File: src/rtl/mult_operand_sequencer_if.sv
// Operand request and tagged result streams of the multiplier sequencer.
// The sequencer takes the slave side; the operand producer / result consumer takes the master side.
interface mult_operand_sequencer_if #(
    parameter int unsigned TAG_W = 4
);
    logic             in_valid;
    logic             in_ready;
    logic [3:0]       in_a;
    logic [3:0]       in_b;
    logic [TAG_W-1:0] in_tag;

    logic             out_valid;
    logic             out_ready;
    logic [7:0]       out_product;
    logic [TAG_W-1:0] out_tag;

    modport slave (
        input  in_valid, in_a, in_b, in_tag, out_ready,
        output in_ready, out_valid, out_product, out_tag
    );

    modport master (
        output in_valid, in_a, in_b, in_tag, out_ready,
        input  in_ready, out_valid, out_product, out_tag
    );
endinterface

File: src/rtl/mult_operand_sequencer.sv
// Feeds one operand pair at a time to the serial shift-add multiplier, times its fixed latency
// and queues tagged products in a small first-word fall-through FIFO.
module mult_operand_sequencer #(
    parameter int unsigned MUL_LAT    = 4,
    parameter int unsigned FIFO_DEPTH = 2,
    parameter int unsigned TAG_W      = 4
) (
    input  logic                     clk,
    input  logic                     rst,
    mult_operand_sequencer_if.slave  io,
    output logic                     mul_start,
    output logic [3:0]               mul_a,
    output logic [3:0]               mul_b,
    input  logic [7:0]               mul_product,
    output logic                     busy
);
    localparam int unsigned PTR_W = (FIFO_DEPTH > 1) ? $clog2(FIFO_DEPTH) : 1;
    localparam int unsigned CNT_W = (MUL_LAT > 1) ? $clog2(MUL_LAT) : 1;
    localparam logic [PTR_W:0]   FULL_COUNT = (PTR_W + 1)'(FIFO_DEPTH);
    localparam logic [CNT_W-1:0] CNT_LOAD   = CNT_W'(MUL_LAT - 1);

    typedef enum logic [1:0] {StIdle, StStart, StWait, StCapture} state_e;

    state_e           state_q, state_d;
    logic [CNT_W-1:0] cnt_q, cnt_d;
    logic             mul_start_q;
    logic [3:0]       a_q, b_q;
    logic [TAG_W-1:0] tag_q;

    logic [PTR_W-1:0] wr_ptr_q, rd_ptr_q;
    logic [PTR_W:0]   count_q;
    logic [7:0]       prod_mem [FIFO_DEPTH];
    logic [TAG_W-1:0] tag_mem  [FIFO_DEPTH];

    logic accept, push, pop;

    // A free slot is required up front, so a capture can never hit a full FIFO.
    assign io.in_ready = (state_q == StIdle) && (count_q < FULL_COUNT);
    assign accept      = io.in_valid && io.in_ready;
    assign push        = (state_q == StCapture);
    assign pop         = io.out_valid && io.out_ready;

    assign io.out_valid   = (count_q != '0);
    assign io.out_product = io.out_valid ? prod_mem[rd_ptr_q] : '0;
    assign io.out_tag     = io.out_valid ? tag_mem[rd_ptr_q] : '0;

    assign mul_start = mul_start_q;
    assign mul_a     = a_q;
    assign mul_b     = b_q;
    assign busy      = (state_q != StIdle);

    always_comb begin
        state_d = state_q;
        cnt_d   = cnt_q;
        unique case (state_q)
            StIdle: begin
                if (accept) state_d = StStart;
            end
            StStart: begin
                state_d = StWait;
                cnt_d   = CNT_LOAD;
            end
            StWait: begin
                if (cnt_q == '0) state_d = StCapture;
                else             cnt_d   = cnt_q - 1'b1;
            end
            StCapture: begin
                state_d = StIdle;
            end
            default: state_d = StIdle;
        endcase
    end

    always_ff @(posedge clk or posedge rst) begin
        if (rst) begin
            state_q     <= StIdle;
            cnt_q       <= '0;
            mul_start_q <= 1'b0;
            a_q         <= '0;
            b_q         <= '0;
            tag_q       <= '0;
        end else begin
            state_q     <= state_d;
            cnt_q       <= cnt_d;
            // The multiplier restarts on any start, so it may only be high in StStart.
            mul_start_q <= (state_d == StStart);
            if (accept) begin
                a_q   <= io.in_a;
                b_q   <= io.in_b;
                tag_q <= io.in_tag;
            end
        end
    end

    always_ff @(posedge clk or posedge rst) begin
        if (rst) begin
            wr_ptr_q <= '0;
            rd_ptr_q <= '0;
            count_q  <= '0;
        end else begin
            if (push) wr_ptr_q <= wr_ptr_q + 1'b1;
            if (pop)  rd_ptr_q <= rd_ptr_q + 1'b1;
            if (push && !pop)      count_q <= count_q + 1'b1;
            else if (pop && !push) count_q <= count_q - 1'b1;
        end
    end

    // Storage needs no reset: entries are only visible while counted.
    always_ff @(posedge clk) begin
        if (push) begin
            prod_mem[wr_ptr_q] <= mul_product;
            tag_mem[wr_ptr_q]  <= tag_q;
        end
    end
endmodule

File: src/flat_wrapper.sv
// flat-port wrapper written by rule: the top's interface ports become plain ports
module mult_operand_sequencer_flat 
#(
    parameter int unsigned MUL_LAT    = 4,
    parameter int unsigned FIFO_DEPTH = 2,
    parameter int unsigned TAG_W      = 4
)
  (clk, rst, mul_start, mul_a, mul_b, mul_product, busy, io_in_valid, io_in_a, io_in_b, io_in_tag, io_out_ready, io_in_ready, io_out_valid, io_out_product, io_out_tag);
  mult_operand_sequencer_if #(.TAG_W(TAG_W)) io_i ();
  input  logic clk;
  input  logic rst;
  output logic mul_start;
  output logic [3:0] mul_a;
  output logic [3:0] mul_b;
  input  logic [7:0] mul_product;
  output logic busy;
  input wire logic [$bits(io_i.in_valid)-1:0] io_in_valid;
  input wire logic [$bits(io_i.in_a)-1:0] io_in_a;
  input wire logic [$bits(io_i.in_b)-1:0] io_in_b;
  input wire logic [$bits(io_i.in_tag)-1:0] io_in_tag;
  input wire logic [$bits(io_i.out_ready)-1:0] io_out_ready;
  output wire logic [$bits(io_i.in_ready)-1:0] io_in_ready;
  output wire logic [$bits(io_i.out_valid)-1:0] io_out_valid;
  output wire logic [$bits(io_i.out_product)-1:0] io_out_product;
  output wire logic [$bits(io_i.out_tag)-1:0] io_out_tag;
  assign io_i.in_valid = io_in_valid;
  assign io_i.in_a = io_in_a;
  assign io_i.in_b = io_in_b;
  assign io_i.in_tag = io_in_tag;
  assign io_i.out_ready = io_out_ready;
  assign io_in_ready = io_i.in_ready;
  assign io_out_valid = io_i.out_valid;
  assign io_out_product = io_i.out_product;
  assign io_out_tag = io_i.out_tag;
  mult_operand_sequencer #(.MUL_LAT(MUL_LAT), .FIFO_DEPTH(FIFO_DEPTH), .TAG_W(TAG_W)) u_core (.clk(clk), .rst(rst), .io(io_i), .mul_start(mul_start), .mul_a(mul_a), .mul_b(mul_b), .mul_product(mul_product), .busy(busy));
endmodule
File: config.mk
export PLATFORM = sky130hd
export DESIGN_NAME = mult_operand_sequencer_flat
export DESIGN_NICKNAME = d
export VERILOG_FILES = /design/src/rtl/mult_operand_sequencer_if.sv /design/src/rtl/mult_operand_sequencer.sv /design/src/flat_wrapper.sv
export SDC_FILE = /design/constraint.sdc
export NUM_CORES = 1
export LEC_CHECK = 0
export CORE_MARGIN = 1
export CORE_UTILIZATION = 48
export DETAILED_ROUTE_END_ITERATION = 12
export HOLD_SLACK_MARGIN = 0.12
export PLACE_DENSITY = 0.76
export SYNTH_ARGS = -nofsm -noshare
export SYNTH_HDL_FRONTEND = slang
export SYNTH_SLANG_ARGS = --single-unit
File: constraint.sdc
create_clock -name clk -period 1.95 [get_ports clk]
set_input_delay 0.39 -clock clk [delete_from_list [all_inputs] [get_ports clk]]
set_output_delay 0.39 -clock clk [all_outputs]
set_load 0.05 [all_outputs]
Word level (Yosys, flattened, before mapping)
Memories as Yosys holds them, arrays and structs flattened.
Cells that the tools add are included.
Cells by class
  $add $sub $neg: 5
  magnitude comparators: 1
  equal/unequal tests: 5
  muxes and demuxes: 11
  reduce and logical (&&, ||, !) cells: 14
Operators by type and width (count)
  2-to-1 mux 2 bit: 5
  2-to-1 mux 8 bit: 1
  case mux 2 bit (4 select lines): 1
  nonzero test 2 bit: 4
  logical AND 1 bit: 5
  == test 2 x 1 -> 1 bit, second input constant: 2
  == test 2 bit, second input constant: 2
  logical NOT 2 bit: 2
  2-to-1 mux 4 bit: 1
  case mux 2 bit (2 select lines): 1
  subtractor 2 x 1 -> 2 bit, second input constant: 2
  adder 1 bit, second input constant: 2
  adder 2 x 1 -> 2 bit, second input constant: 1
  logical NOT 1 bit: 2
  < comparator 2 bit, second input constant: 1
  2-to-1 mux 1 bit: 2
  != test 2 bit, second input constant: 1
  AND reduction 2 bit: 1
Word-level totals
  flip-flop bits (word level): 21
  memory bits (writable): 24
  input bits: 24
  output and inout bits: 24
  word-level logic and storage cells: 47
  memories kept: 2
Memory list
  u_core.prod_mem: words 2, bits a word 8, read ports 1, clocked after memory_dff 0, wr ports 1, RTL line mult_operand_sequencer.sv:32  | logic [7:0] prod_mem [FIFO_DEPTH];
  u_core.tag_mem: words 2, bits a word 4, read ports 1, clocked after memory_dff 0, wr ports 1, RTL line mult_operand_sequencer.sv:33  | logic [TAG_W-1:0] tag_mem [FIFO_DEPTH];

Longest topological paths before layout
Gate-level depths: netlist of run 1.
  word-level depth: 6
  depth in mapped cells: 6
  depth with buffers taken out: 5

Worst setup path after synthesis of run 1
OpenSTA, ideal clock, no wires.
  path type: reg-to-output
  from: reg u_core.rd_ptr_q
  to: out io_out_product[0]
  arrival time: 1.430 ns
  data required time: 1.560 ns
  path slack: 0.130 ns
  cell stages (with the launch flop): 5
  path buffers: 2
  cells stage by stage: dfrtp_1 -> buf_2 -> buf_4 -> mux2i_1 -> nor2_1
On the way
  word-level cells in the longest chain between the ends: 2
Ends and longest elaborated chain
  start, declared: RTL line mult_operand_sequencer.sv:30  | logic [PTR_W-1:0] wr_ptr_q, rd_ptr_q;
  start signal, assigned: RTL line mult_operand_sequencer.sv:102  | if (pop) rd_ptr_q <= rd_ptr_q + 1'b1;
  memory read (2 x 8 bit)
  2-to-1 mux 8 bit: RTL line mult_operand_sequencer.sv:44  | assign io.out_product = io.out_valid ? prod_mem[rd_ptr_q] : '0;
  end, declared: RTL line flat_wrapper.sv:24  | output wire logic [$bits(io_i.out_product)-1:0] io_out_product;
No other way between the ends.

Worst setup path after layout of run 1
  from: reg u_core.b_q[3], in the netlist u_core.mul_b[3]
  to: out mul_b[3]
RTL lines
  start, declared: RTL line mult_operand_sequencer.sv:27  | logic [3:0] a_q, b_q;
  start signal, assigned: RTL line mult_operand_sequencer.sv:89  | b_q <= io.in_b;
  end, declared: RTL line flat_wrapper.sv:14  | output logic [3:0] mul_b;
No word-level cell between the ends.

==> results.py, run 1 <==
metrics = {
    "outcome": {
        "status": "finished, final reports clean",
    },
    "global_routing": {
        "gr-total-overflow": 0,
        "grt_use_total": 0.165,
        "use_met2": 0.311,
        "use_met3": 0.0475,
        "grt_pass1_wl_mm": 5.08,
        "antenna_found_initial": 0,
        "use_met1": 0.166,
        "busiest_layer": "met2",
        "grt_max_degree": 16,
        "grt_pass1_vias": 1204,
    },
    "power_and_ir_drop": {
        "ir_drop_mv": 1.16,
        "leakage_nw": 1.11,
        "totalPowerFinal_mw": 4.79,
        "power.density_nw_per_um2": 1890,
    },
    "setup_path": {
        "crit_arrival_ns": 1.48,
        "start_kind": "flop",
        "crit_buf_inv": 1,
        "slowest_stage": "clkdlybuf4s50_1",
        "crit_path_end_kind": "primary output",
        "slowest_delay_ns": 0.81,
        "crit_chain": "clkdlybuf4s50_1",
        "path_class": "reg -> out",
        "worstPathRequired_ns": 1.56,
        "critical_path.max_fanout": 2,
        "crit_family": "buffers and inverters",
    },
    "floorplanning": {
        "dieHeight_um": 64.5,
        "die_w_um": 64.5,
        "die_area_um2": 4160,
        "num_rows": 22,
        "initial_core_util": 0.505,
        "io_pins": 48,
        "coreArea_um2": 3720,
    },
    "layout": {
        "nets": 207,
        "layout_commonest_cell": "clkdlybuf4s50_1",
        "antenna_cells": 0,
        "area_growth_pct": 35.0,
        "nFillCells": 273,
        "layout_common_cells": "clkdlybuf4s50_1, edfxtp_1, dfrtp_1, buf_4, nor2_1",
        "final_util": 0.681,
        "drive_gt1_frac": 0.232,
    },
    "synth": {
        "ys_seq_elements": 45,
        "seq_area_frac_synth": 0.664,
        "avgSynthCellArea_um2": 15.4,
        "syn-cell-area_um2": 1880,
        "synthesis.nets": 153,
        "syn_inst": 122,
        "synthDistinctLibCells": 21,
        "synth_warnings": 0,
    },
    "timing": {
        "finalSetupViolCount": 0,
        "fin_setup_tns_ns": 0,
        "final-max-slew-violation-count": 0,
        "holdWs_ns": 0.352,
        "fmax_mhz": 536,
        "grt_setup_unrepaired": "no",
        "min_period_over_period": 0.957,
        "skew_ns": 0.00425,
        "max_slew_margin": 0.654,
        "fin_ws_ns": 0.0831,
        "hold_viol": 0,
        "post-route-min-period_ns": 1.87,
        "worst_pin_slew_ns": 0.519,
    },
    "route": {
        "avgRoutedWirePerCell_um": 13.4,
        "ant_nets": 0,
        "dr.pass1.iters": 4,
        "drc": 0,
        "vias": 1085,
        "via_per_inst": 4.82,
        "first_iter_violations": 17,
        "wl_mm": 3.02,
    },
    "placed_design": {
        "place_congestion": 0.660,
        "hpwl_mm": 2.23,
        "dp_slack_ns": 0.233,
        "io_buffers": 47,
    },
    "clock_tree": {
        "cts_buffers": 5,
        "cts.clk_slew.worst_paths_ns": 0.08,
        "cts_resized": 0,
        "hold_buffers": 0,
        "cts_num_sinks": 45,
        "cts_tree": "built",
        "root_buffer": "clkbuf_8",
        "cts_setup_buffers": 0,
        "cts_buffer_depth": 2,
        "h-tree-depth": 2,
        "clock_latency_ns": 0.29,
    },
    "min_path": {
        "min_path_type": "in -> async",
    },
    "run": {
        "max-cap-violations": 0,
    },
}
layer usage:
layer  vias to the layer above  part of all wire
met2                        43              0.53
met4                         0             0.016
li1                        526                 -
met3                         6             0.072
met1                       510              0.38
met5                         -                 0
layout make-up:
cell class,count,area [µm²],area share
timing repair buffer,51,488,0.193
clock buffer,5,68.8,0.0272
sequential,45,1250,0.492
inverter,7,26.3,0.0104
multi-input combinational,66,574,0.227
tap,48,60.1,0.0237
clock inverter,3,68.8,0.0272
synth_stat cells:
library cell   n  area [µm²]
nand2_2        1        6.26
dfrtp_1       21         526
mux2i_1       12         120
nor2_1        16        60.1
o21ai_0        1        5.00
a21oi_1        2        10.0
nor3_1         3        15.0
nor2b_4        1        13.8
xnor2_1        2        17.5
and2_1         1        6.26
a311oi_1       1        8.76
mux2_2         2        22.5
buf_6          1        11.3
nor2b_1        4        25.0
xor2_1         3        26.3
buf_4          1        7.51
edfxtp_1      24         721
ha_1           7        87.6
inv_1          7        26.3
buf_2          2        10.0
mux2_4        10         150
kinds of logic after synthesis:
logic type	Yosys count	share of synthesized area
flops	45	0.664
xor+xnor	5	0.0234
compound gates	4	0.0127
fa+ha+maj	7	0.0467
buf+inv	11	0.0294
mux	24	0.156
simple gates	26	0.0674
through the flow:
step                cell area (µm²)  std cells
finish                         2530        225
global route                   2530        225
CTS                            2530        225
detailed placement             2390        217
global placement               2390        217
floorplan                      1880        122
report_power, final:
group / internal, mW / switching [mW] / total, mW
clock: 0.515 / 0.305 / 0.821
sequential: 1.32 / 0.180 / 1.50
combinational: 0.955 / 1.51 / 2.47
total: 2.79 / 2.00 / 4.79
final timing paths:
kind,startpoint,to,slack [ns],depth (start not counted)
max,u_core.mul_b[3],mul_b[3],0.08,1
min,rst,u_core.mul_b[1],0.35,2
max reg2reg,u_core.state_q[0],u_core.tag_q[1],0.25,5
min reg2reg,u_core.cnt_q[0],u_core.cnt_q[0],0.48,1
max in group asynchronous,rst,u_core.rd_ptr_q,1.11,3
min in group clk,u_core.cnt_q[0],u_core.cnt_q[0],0.48,1
sequential cells by signal, indices dropped and copies added, names as in the netlist:
register / cells
u_core.prod_mem: 16
u_core.wr_ptr_q: 1
u_core.tag_mem: 8
u_core.mul_b: 4
u_core.rd_ptr_q: 1
u_core.tag_q: 4
u_core.mul_start: 1
u_core.count_q: 2
u_core.mul_a: 4
u_core.state_q: 2
u_core.cnt_q: 2
No activity file was read; power rests on OpenSTA's default activity.
==> run 2: changes to the inputs <==
Settings changed: CORE_MARGIN 1 to default, GPL_TIMING_DRIVEN from default to 0.
==> run 2 against run 1 <==
Against the previous run:
- cell count stayed put
- utilization is 1.3 points lower
- clock skew is 0.00074 ns higher
- hold slack better by 0.13 ns
- largest power group unchanged
==> results.py, run 2 (same netlist as run 1, synthesis figures left out) <==
metrics = {
    "outcome": {
        "status": "finished, final reports clean",
    },
    "clock_tree": {
        "cts.clk_slew.worst_paths_ns": 0.07,
        "clock_latency_ns": 0.29,
        "cts_setup_buffers": 0,
        "h-tree-depth": 2,
        "cts_buffers": 5,
        "root_buffer": "clkbuf_8",
        "cts_buffer_depth": 2,
        "cts_tree": "built",
        "cts_num_sinks": 45,
    },
    "global_routing": {
        "antenna_found_initial": 0,
        "grt_pass1_wl_mm": 5.16,
        "use_met1": 0.174,
        "use_met3": 0.0651,
        "gr-total-overflow": 0,
        "grt_max_degree": 22,
        "use_met2": 0.309,
        "busiest_layer": "met2",
        "grt_use_total": 0.168,
        "grt_pass1_vias": 1211,
    },
    "layout": {
        "layout_common_cells": "clkdlybuf4s50_1, edfxtp_1, dfrtp_1, nor2_1, mux2i_1",
        "largest_reg_flops": 16,
        "antenna_cells": 0,
        "nets": 207,
        "area_growth_pct": 32.4,
        "max_flop_register": "u_core.prod_mem",
        "reg_top3": "u_core.prod_mem: 16 flops, u_core.tag_mem: 8 flops",
        "fin_area_um2": 2480,
        "layout_commonest_cell": "clkdlybuf4s50_1",
        "drive_gt1_frac": 0.237,
    },
    "floorplanning": {
        "io_pins": 48,
        "die_area_um2": 4160,
        "dieHeight_um": 64.5,
        "num_rows": 22,
        "coreArea_um2": 3720,
        "die_w_um": 64.5,
        "initial_core_util": 0.505,
    },
    "setup_path": {
        "path_class": "reg -> out",
        "slowest_delay_ns": 0.47,
        "critical_path.max_fanout": 10,
        "crit_arrival_ns": 1.48,
        "start_kind": "flop",
        "crit_path_end_kind": "primary output",
        "crit_buf_inv": 3,
        "worstPathRequired_ns": 1.56,
        "crit_chain": "nor2_4 -> buf_4 -> inv_1 -> clkdlybuf4s15_2",
        "crit_family": "buffers and inverters",
        "slowest_stage": "dfrtp_1",
    },
    "run": {
        "max-cap-violations": 0,
    },
    "route": {
        "drc": 0,
        "avgRoutedWirePerCell_um": 14.1,
        "dr.pass1.iters": 4,
        "vias": 1105,
        "via_per_inst": 4.91,
        "first_iter_violations": 17,
        "wl_mm": 3.17,
        "ant_nets": 0,
    },
    "placed_design": {
        "dp_slack_ns": -0.181,
        "hpwl_mm": 2.26,
        "io_buffers": 47,
        "place_congestion": 0.663,
        "placed_cell_area_um2": 2410,
    },
    "timing": {
        "hold_viol": 0,
        "final-max-slew-violation-count": 0,
        "max_slew_margin": 0.500,
        "finalSetupViolCount": 0,
        "post-route-min-period_ns": 1.87,
        "skew_ns": 0.00499,
        "fin_setup_tns_ns": 0,
        "fmax_mhz": 534,
        "min_period_over_period": 0.960,
        "fin_ws_ns": 0.0788,
        "worst_pin_slew_ns": 0.750,
    },
    "power_and_ir_drop": {
        "ir_drop_mv": 1.28,
        "leakage_nw": 1.08,
        "p_int_mw": 2.59,
        "switchingPower_mw": 1.98,
        "combPwrFrac": 0.516,
        "p_clk_frac": 0.153,
        "p_sw_frac": 0.433,
        "seqPwrFrac": 0.331,
        "power.density_nw_per_um2": 1840,
    },
    "min_path": {
        "min_path_type": "reg -> reg",
    },
}
-- run 2: per-layer routing --
metal	wire length (µm)	part of all wire
met5	0	0
met3	241	0.076
met1	1300	0.41
met4	13	0.0041
met2	1620	0.51
-- run 2: worst paths after layout --
check | slack, ns | start | cells past startpoint | to
max in group asynchronous | 0.95 | rst | 2 | u_core.count_q[1]
min in group asynchronous | 0.53 | rst | 2 | u_core.mul_a[3]
hold reg to reg | 0.49 | u_core.cnt_q[0] | 1 | u_core.cnt_q[0]
hold / removal | 0.49 | u_core.cnt_q[0] | 1 | u_core.cnt_q[0]
setup / recovery | 0.08 | u_core.count_q[1] | 4 | io_out_valid
setup reg to reg | 0.36 | u_core.state_q[0] | 2 | u_core.prod_mem[0][3]
-- run 2: final cells by class --
class                      count  area [µm²]
sequential                    45        1250
fill                         296        1230
multi-input combinational     66         584
timing repair buffer          47         414
clock buffer                   7        86.3
tap                           48        60.1
buffer                         4        35.0
clock inverter                 1        30.0
inverter                       7        26.3
-- run 2: per-stage QoR --
stage	total power [mW]	hold WS, ns	instances	utilization
floorplan	3.24	0.367	122	-
global route	4.79	0.498	225	0.668
global placement	3.92	0.455	217	0.647
CTS	4.64	0.482	225	0.677
finish	4.57	0.485	225	0.668
detailed placement	3.99	0.463	217	0.647
-- run 2: power groups by stage --
stage                     Combinational, mW  Sequential [mW]  Clock (mW)
final                                  2.36             1.51       0.701
after CTS                              2.42             1.50       0.718
after global routing                   2.48             1.55       0.762
after detailed placement               2.48             1.51           0
after global placement                 2.42             1.50           0
after floorplan                        1.44             1.81           0
-- run 2: repair_timing --
| item | 4_1_cts | 5_1_grt |
|---|---|---|
| hold buffers | 0 | 0 |
| gates resized for setup | 57 | 13 |
| setup endpoints to repair | 15 | 20 |
-- run 2: worst reg2reg max path, delay by kind of cell (launching register included) --
family | cells | cell delay, ns
AND/OR/NAND/NOR | 1 | 0.59
adder cells (fa/ha/maj) | 1 | 0.26
flip-flops | 1 | 0.39
